--- src/rtl/sr595_pkg.sv ---
// sr595_pkg: shared types and width helpers for the 74HC595 chain driver.
//   state_t : controller FSM states
//   ph_w()  : phase counter width for a given CLK_DIV (never below 1 bit)
//   bc_w()  : bit counter width able to hold the value W
package sr595_pkg;

  typedef enum logic [2:0] {
    ST_IDLE,
    ST_SHIFT_LO,
    ST_SHIFT_HI,
    ST_LATCH_HI,
    ST_LATCH_LO,
    ST_CLEAR
  } state_t;

  function automatic int ph_w(input int clk_div);
    int w;
    w = $clog2(clk_div);
    return (w < 1) ? 1 : w;
  endfunction

  function automatic int bc_w(input int width);
    return $clog2(width + 1);
  endfunction

endpackage

--- src/rtl/sr595_phase_tick.sv ---
// sr595_phase_tick: phase counter that paces every non-idle driver state.
// Counts 0..CLK_DIV-1; tick is high on the last count. restart forces the
// next count back to 0 so each state entry starts a fresh phase.
// Ports:
//   clk, reset : system clock, synchronous active-high reset
//   restart    : clear the phase on the next edge
//   tick       : phase is at CLK_DIV-1 (constantly high when CLK_DIV=1)
module sr595_phase_tick
  import sr595_pkg::*;
#(
  parameter int CLK_DIV = 4
) (
  input  logic clk,
  input  logic reset,
  input  logic restart,
  output logic tick
);

  localparam int PH_W = ph_w(CLK_DIV);
  localparam logic [PH_W-1:0] LAST = PH_W'(CLK_DIV - 1);

  logic [PH_W-1:0] phase_q;

  assign tick = (phase_q == LAST);

  always_ff @(posedge clk) begin
    if (reset) begin
      phase_q <= '0;
    end else if (restart || tick) begin
      phase_q <= '0;
    end else begin
      phase_q <= phase_q + PH_W'(1);
    end
  end

endmodule

--- src/rtl/sr595_driver.sv ---
// sr595_driver: serialises a parallel word into a chain of 74HC595 registers
// (MSB first, divided shift clock), then pulses the storage clock. Also runs
// a master-reset clear sequence and drives output enable.
// Ports:
//   clk, reset              : system clock, synchronous active-high reset
//   data_in/valid/ready     : word handshake (accepted only while idle)
//   clear_req               : clear all outputs, wins over data_valid
//   out_enable              : level, drives oe_n inverted one cycle later
//   busy                    : inverse of data_ready outside reset
//   shcp, stcp, ds, mr_n, oe_n : registered 595 pins
//
// state       | meaning
// ST_IDLE     | ready for a word or a clear request
// ST_SHIFT_LO | shcp low, ds presents the buffer MSB
// ST_SHIFT_HI | shcp high, ds held; shift and count on the last phase
// ST_LATCH_HI | stcp high, transfers the shift register to the outputs
// ST_LATCH_LO | stcp low, trailing half of the storage pulse
// ST_CLEAR    | mr_n low, zeroes the shift register
module sr595_driver
  import sr595_pkg::*;
#(
  parameter int NUM_CHIPS = 1,
  parameter int CLK_DIV   = 4
) (
  input  logic                   clk,
  input  logic                   reset,
  input  logic [8*NUM_CHIPS-1:0] data_in,
  input  logic                   data_valid,
  output logic                   data_ready,
  input  logic                   clear_req,
  input  logic                   out_enable,
  output logic                   busy,
  output logic                   shcp,
  output logic                   stcp,
  output logic                   ds,
  output logic                   mr_n,
  output logic                   oe_n
);

  localparam int W    = 8 * NUM_CHIPS;
  localparam int BC_W = bc_w(W);

  state_t          state_q, state_d;
  logic [W-1:0]    buf_q, buf_d;
  logic [BC_W-1:0] cnt_q, cnt_d;
  logic            tick;
  logic            restart;
  logic            ds_d;

  sr595_phase_tick #(
    .CLK_DIV(CLK_DIV)
  ) u_phase (
    .clk    (clk),
    .reset  (reset),
    .restart(restart),
    .tick   (tick)
  );

  always_comb begin
    state_d = state_q;
    buf_d   = buf_q;
    cnt_d   = cnt_q;
    case (state_q)
      // Gate on data_ready: it stays low for the first cycle after reset.
      ST_IDLE: begin
        if (data_ready) begin
          if (clear_req) begin
            state_d = ST_CLEAR;
          end else if (data_valid) begin
            buf_d   = data_in;
            cnt_d   = BC_W'(W);
            state_d = ST_SHIFT_LO;
          end
        end
      end
      ST_SHIFT_LO: if (tick) state_d = ST_SHIFT_HI;
      ST_SHIFT_HI: begin
        if (tick) begin
          buf_d   = {buf_q[W-2:0], 1'b0};
          cnt_d   = cnt_q - BC_W'(1);
          state_d = (cnt_q == BC_W'(1)) ? ST_LATCH_HI : ST_SHIFT_LO;
        end
      end
      ST_LATCH_HI: if (tick) state_d = ST_LATCH_LO;
      ST_LATCH_LO: if (tick) state_d = ST_IDLE;
      ST_CLEAR:    if (tick) state_d = ST_LATCH_HI;
      default:     state_d = ST_IDLE;
    endcase
  end

  assign restart = (state_d != state_q);

  // Pins are decoded from the next state so they line up with the state
  // register cycle-for-cycle while still coming straight from flops.
  assign ds_d = ((state_d == ST_SHIFT_LO) || (state_d == ST_SHIFT_HI)) ? buf_d[W-1] : 1'b0;

  always_ff @(posedge clk) begin
    if (reset) begin
      state_q    <= ST_IDLE;
      buf_q      <= '0;
      cnt_q      <= '0;
      shcp       <= 1'b0;
      stcp       <= 1'b0;
      ds         <= 1'b0;
      mr_n       <= 1'b1;
      oe_n       <= 1'b1;
      data_ready <= 1'b0;
      busy       <= 1'b0;
    end else begin
      state_q    <= state_d;
      buf_q      <= buf_d;
      cnt_q      <= cnt_d;
      shcp       <= (state_d == ST_SHIFT_HI);
      stcp       <= (state_d == ST_LATCH_HI);
      ds         <= ds_d;
      mr_n       <= (state_d != ST_CLEAR);
      oe_n       <= ~out_enable;
      data_ready <= (state_d == ST_IDLE);
      busy       <= (state_d != ST_IDLE);
    end
  end

endmodule

--- config.mk ---
export PLATFORM = sky130hd
export DESIGN_NAME = sr595_driver
export DESIGN_NICKNAME = d
export VERILOG_FILES = /design/src/rtl/sr595_pkg.sv /design/src/rtl/sr595_phase_tick.sv /design/src/rtl/sr595_driver.sv
export SDC_FILE = /design/constraint.sdc
export NUM_CORES = 1
export LEC_CHECK = 0
export ABC_AREA = 1
export CAP_MARGIN = 20
export CELL_PAD_IN_SITES_DETAIL_PLACEMENT = 1
export CELL_PAD_IN_SITES_GLOBAL_PLACEMENT = 1
export CORE_MARGIN = 1.5
export CORE_UTILIZATION = 42
export CTS_BUF_LIST = sky130_fd_sc_hd__clkbuf_4
export CTS_CLUSTER_SIZE = 24
export DETAILED_ROUTE_END_ITERATION = 6
export PLACE_DENSITY_LB_ADDON = 0.1
export SYNTH_ARGS = -nofsm -noshare
export SYNTH_HDL_FRONTEND = slang
export SYNTH_SLANG_ARGS = --single-unit
--- constraint.sdc ---
create_clock -name clk -period 3.82 [get_ports clk]
set_input_delay 0.573 -clock clk [delete_from_list [all_inputs] [get_ports clk]]
set_output_delay 0.573 -clock clk [all_outputs]
set_load 0.005 [all_outputs]
==> flow_summary.ini <==
[status]
status = complete, no violations

[setup_path]
required_ns = 3.25
cp_max_fo = 5
crit_chain = clkdlybuf4s50_1
criticalPathCategory = flip-flop to primary output
cp-end-kind = primary output
slowest_stage = clkdlybuf4s50_1
cp_slowest_stage_delay_ns = 0.54
critPathLaunchType = flip-flop
crit_buf_inv = 1
cpLargestDelayFamily = buffers and inverters
cp.arrival_ns = 1.30

[cells_and_area]
fillers = 363
final_cell_mix = nand2_1 (52), dfxtp_1 (24), clkdlybuf4s50_1 (19)
fin_area_mm2 = 0.00150
drive_above_1_share_pct = 12.1
n_antenna_cell = 0
area_growth_pct = 20.1
final_net_count = 216
layout_commonest_cell = nand2_1

[power_and_ir_drop]
ir_drop_mv = 0.307
power_uw = 886
p_leak_nw = 0.649
powerDensity_mw_per_mm2 = 589

[global_route]
grt_max_degree = 18
first_global_vias = 1283
antenna_found_initial = 0
grt_pass1_wl_um = 5870
overflow = 0
track_usage_pct = 22.7

[clock_network]
numCtsBuffers = 3
ctsHoldBuffers = 0
clock_path_buffers = 2
clock_sinks = 24
tritoncts = done
cts_root_buf = clkbuf_4
post-cts-setup-buffers = 0
clk_pin_slew_ns = 0.12
ctsResizeCount = 0
h-tree-depth = 1
insertion_delay_ns = 0.32

[yosys]
synth-seq-cells = 24
ys_types = 25
synth_top_area_cell = dfxtp_1
yosysTopAreaCellShare_pct = 38.4
ys_seq_area_share_pct = 38.4
synth_area_leaders = dfxtp_1 (38%), nand2_1 (16%), nor2_1 (5.4%), a21oi_1 (4.8%), nand3_1 (4.8%)
synth_fp_nets = 196
yosysWarnings = 0
netlist_area_mm2 = 0.00125
synth_cells = 179
syn_area_per_cell_um2 = 6.99

[timing]
fin_skew_ns = 0.0165
finalHoldViolations = 0
max_freq_mhz = 533
grt_setup_unrepaired = false
timing.final.crit_share_pct = 49.2
holdWs_ns = 0.476
final_max_slew_viol_count = 0
setup_tns_ns = 0
period_minus_slack_ns = 1.88
setup_viol = 0
tightest_slew_ns = 0.637
max_slew_margin_pct = 57.4

[routing]
vias = 1200
wl_per_cell_um = 13.8
drt_iter0_drc = 48
wl_met2_um = 1530
drc = 0
routed_wl_um = 3150
top_layer = met4
routed-wl-met3_um = 59
met1Wirelength_um = 1540
vias_per_cell = 5.24
first_pass_iters = 4
ant_nets = 0

[run]
maxCapViolations = 0

[die]
rows = 19
start_util_pct = 45.0
die_y_um = 57.6
pin_count = 20
die-area_mm2 = 0.00332
core_mm2 = 0.00278
die_w_um = 57.6

[place]
hpwl_um = 2450
io_buffers = 19
placed_cell_area_mm2 = 0.00145
gp_congestion = 0.784

[min_path]
hold_path_class = flip-flop to flip-flop
## stage by stage
step	std cells	worst slack, ns	utilization [%]
3_5_place_dp	225	1.73	52.1
4_1_cts	229	1.94	54.0
3_3_place_gp	225	1.81	52.1
2_1_floorplan	179	2.53	-
5_1_grt	229	1.85	54.0
6_report	229	1.94	54.0
## worst paths after layout
| kind | startpoint | end | slack [ns] | cells after the start |
|---|---|---|---|---|
| max | data_ready$_SDFF_PP0_ | data_ready | 1.94 | 1 |
| max reg2reg | state_q[1]$_SDFF_PP0_ | buf_q[5]$_SDFFE_PP0P_ | 2.05 | 7 |
| min reg2reg | buf_q[4]$_SDFFE_PP0P_ | buf_q[4]$_SDFFE_PP0P_ | 0.48 | 2 |
| min | buf_q[4]$_SDFFE_PP0P_ | buf_q[4]$_SDFFE_PP0P_ | 0.48 | 2 |
## synthesized netlist by cell type
| master | instances |
|---|---|
| nand2_1 | 52 |
| nor3_1 | 3 |
| o21ai_1 | 3 |
| clkinv_2 | 1 |
| xor2_1 | 2 |
| nor2_8 | 1 |
| nor3_2 | 1 |
| o21ai_0 | 4 |
| nand3_1 | 12 |
| inv_2 | 4 |
| nand2_2 | 6 |
| a21oi_1 | 12 |
| and2_1 | 1 |
| nand3_2 | 2 |
| ha_1 | 4 |
| inv_1 | 15 |
| dfxtp_1 | 24 |
| nand2_4 | 1 |
| clkbuf_1 | 2 |
| nor2_2 | 3 |
| buf_6 | 2 |
| a31oi_1 | 1 |
| o21ai_2 | 1 |
| nor2_1 | 18 |
| nand4_1 | 4 |
## sequential cells by signal, indices dropped and copies added (netlist names)
name / count
buf_q: 8
cnt_q: 4
state_q: 3
u_phase.phase_q: 2
busy: 1
data_ready: 1
ds: 1
mr_n: 1
oe_n: 1
shcp: 1
stcp: 1
## routing by layer
layer | GRT usage, % | up-vias
li1 | - | 603
met1 | 30.7 | 577
met2 | 38.5 | 16
met3 | 2.95 | 4
met4 | 5.32 | 0
met5 | 0 | -
## cell families (layout without fill, tap and decap cells)
| logic type | after synthesis | count (layout) | share of synthesized area [%] |
|---|---|---|---|
| compound gates | 21 | 21 | 8.80 |
| xor+xnor | 2 | 2 | 1.40 |
| fa+ha+maj | 4 | 4 | 4.00 |
| buf+inv | 24 | 43 | 8.50 |
| flops | 24 | 24 | 38.4 |
| simple gates | 104 | 104 | 38.9 |
## power breakdown
group,switching [mW],internal (mW),total (mW)
Combinational,0.228,0.137,0.365
Clock,0.0784,0.106,0.184
Sequential,0.0403,0.296,0.336
Total,0.347,0.539,0.886
## layout make-up
cell class	instances	area [um2]	share of cell area, %
flip-flops and latches	24	480	32.0
repair buffers	19	190	12.7
clock buffers	3	22.5	1.50
well taps	31	38.8	2.58
clock inverters	1	30.0	2.00
multi-input cells	131	664	44.2
inverters	20	76.3	5.08
(Power assumes the default switching activity.)
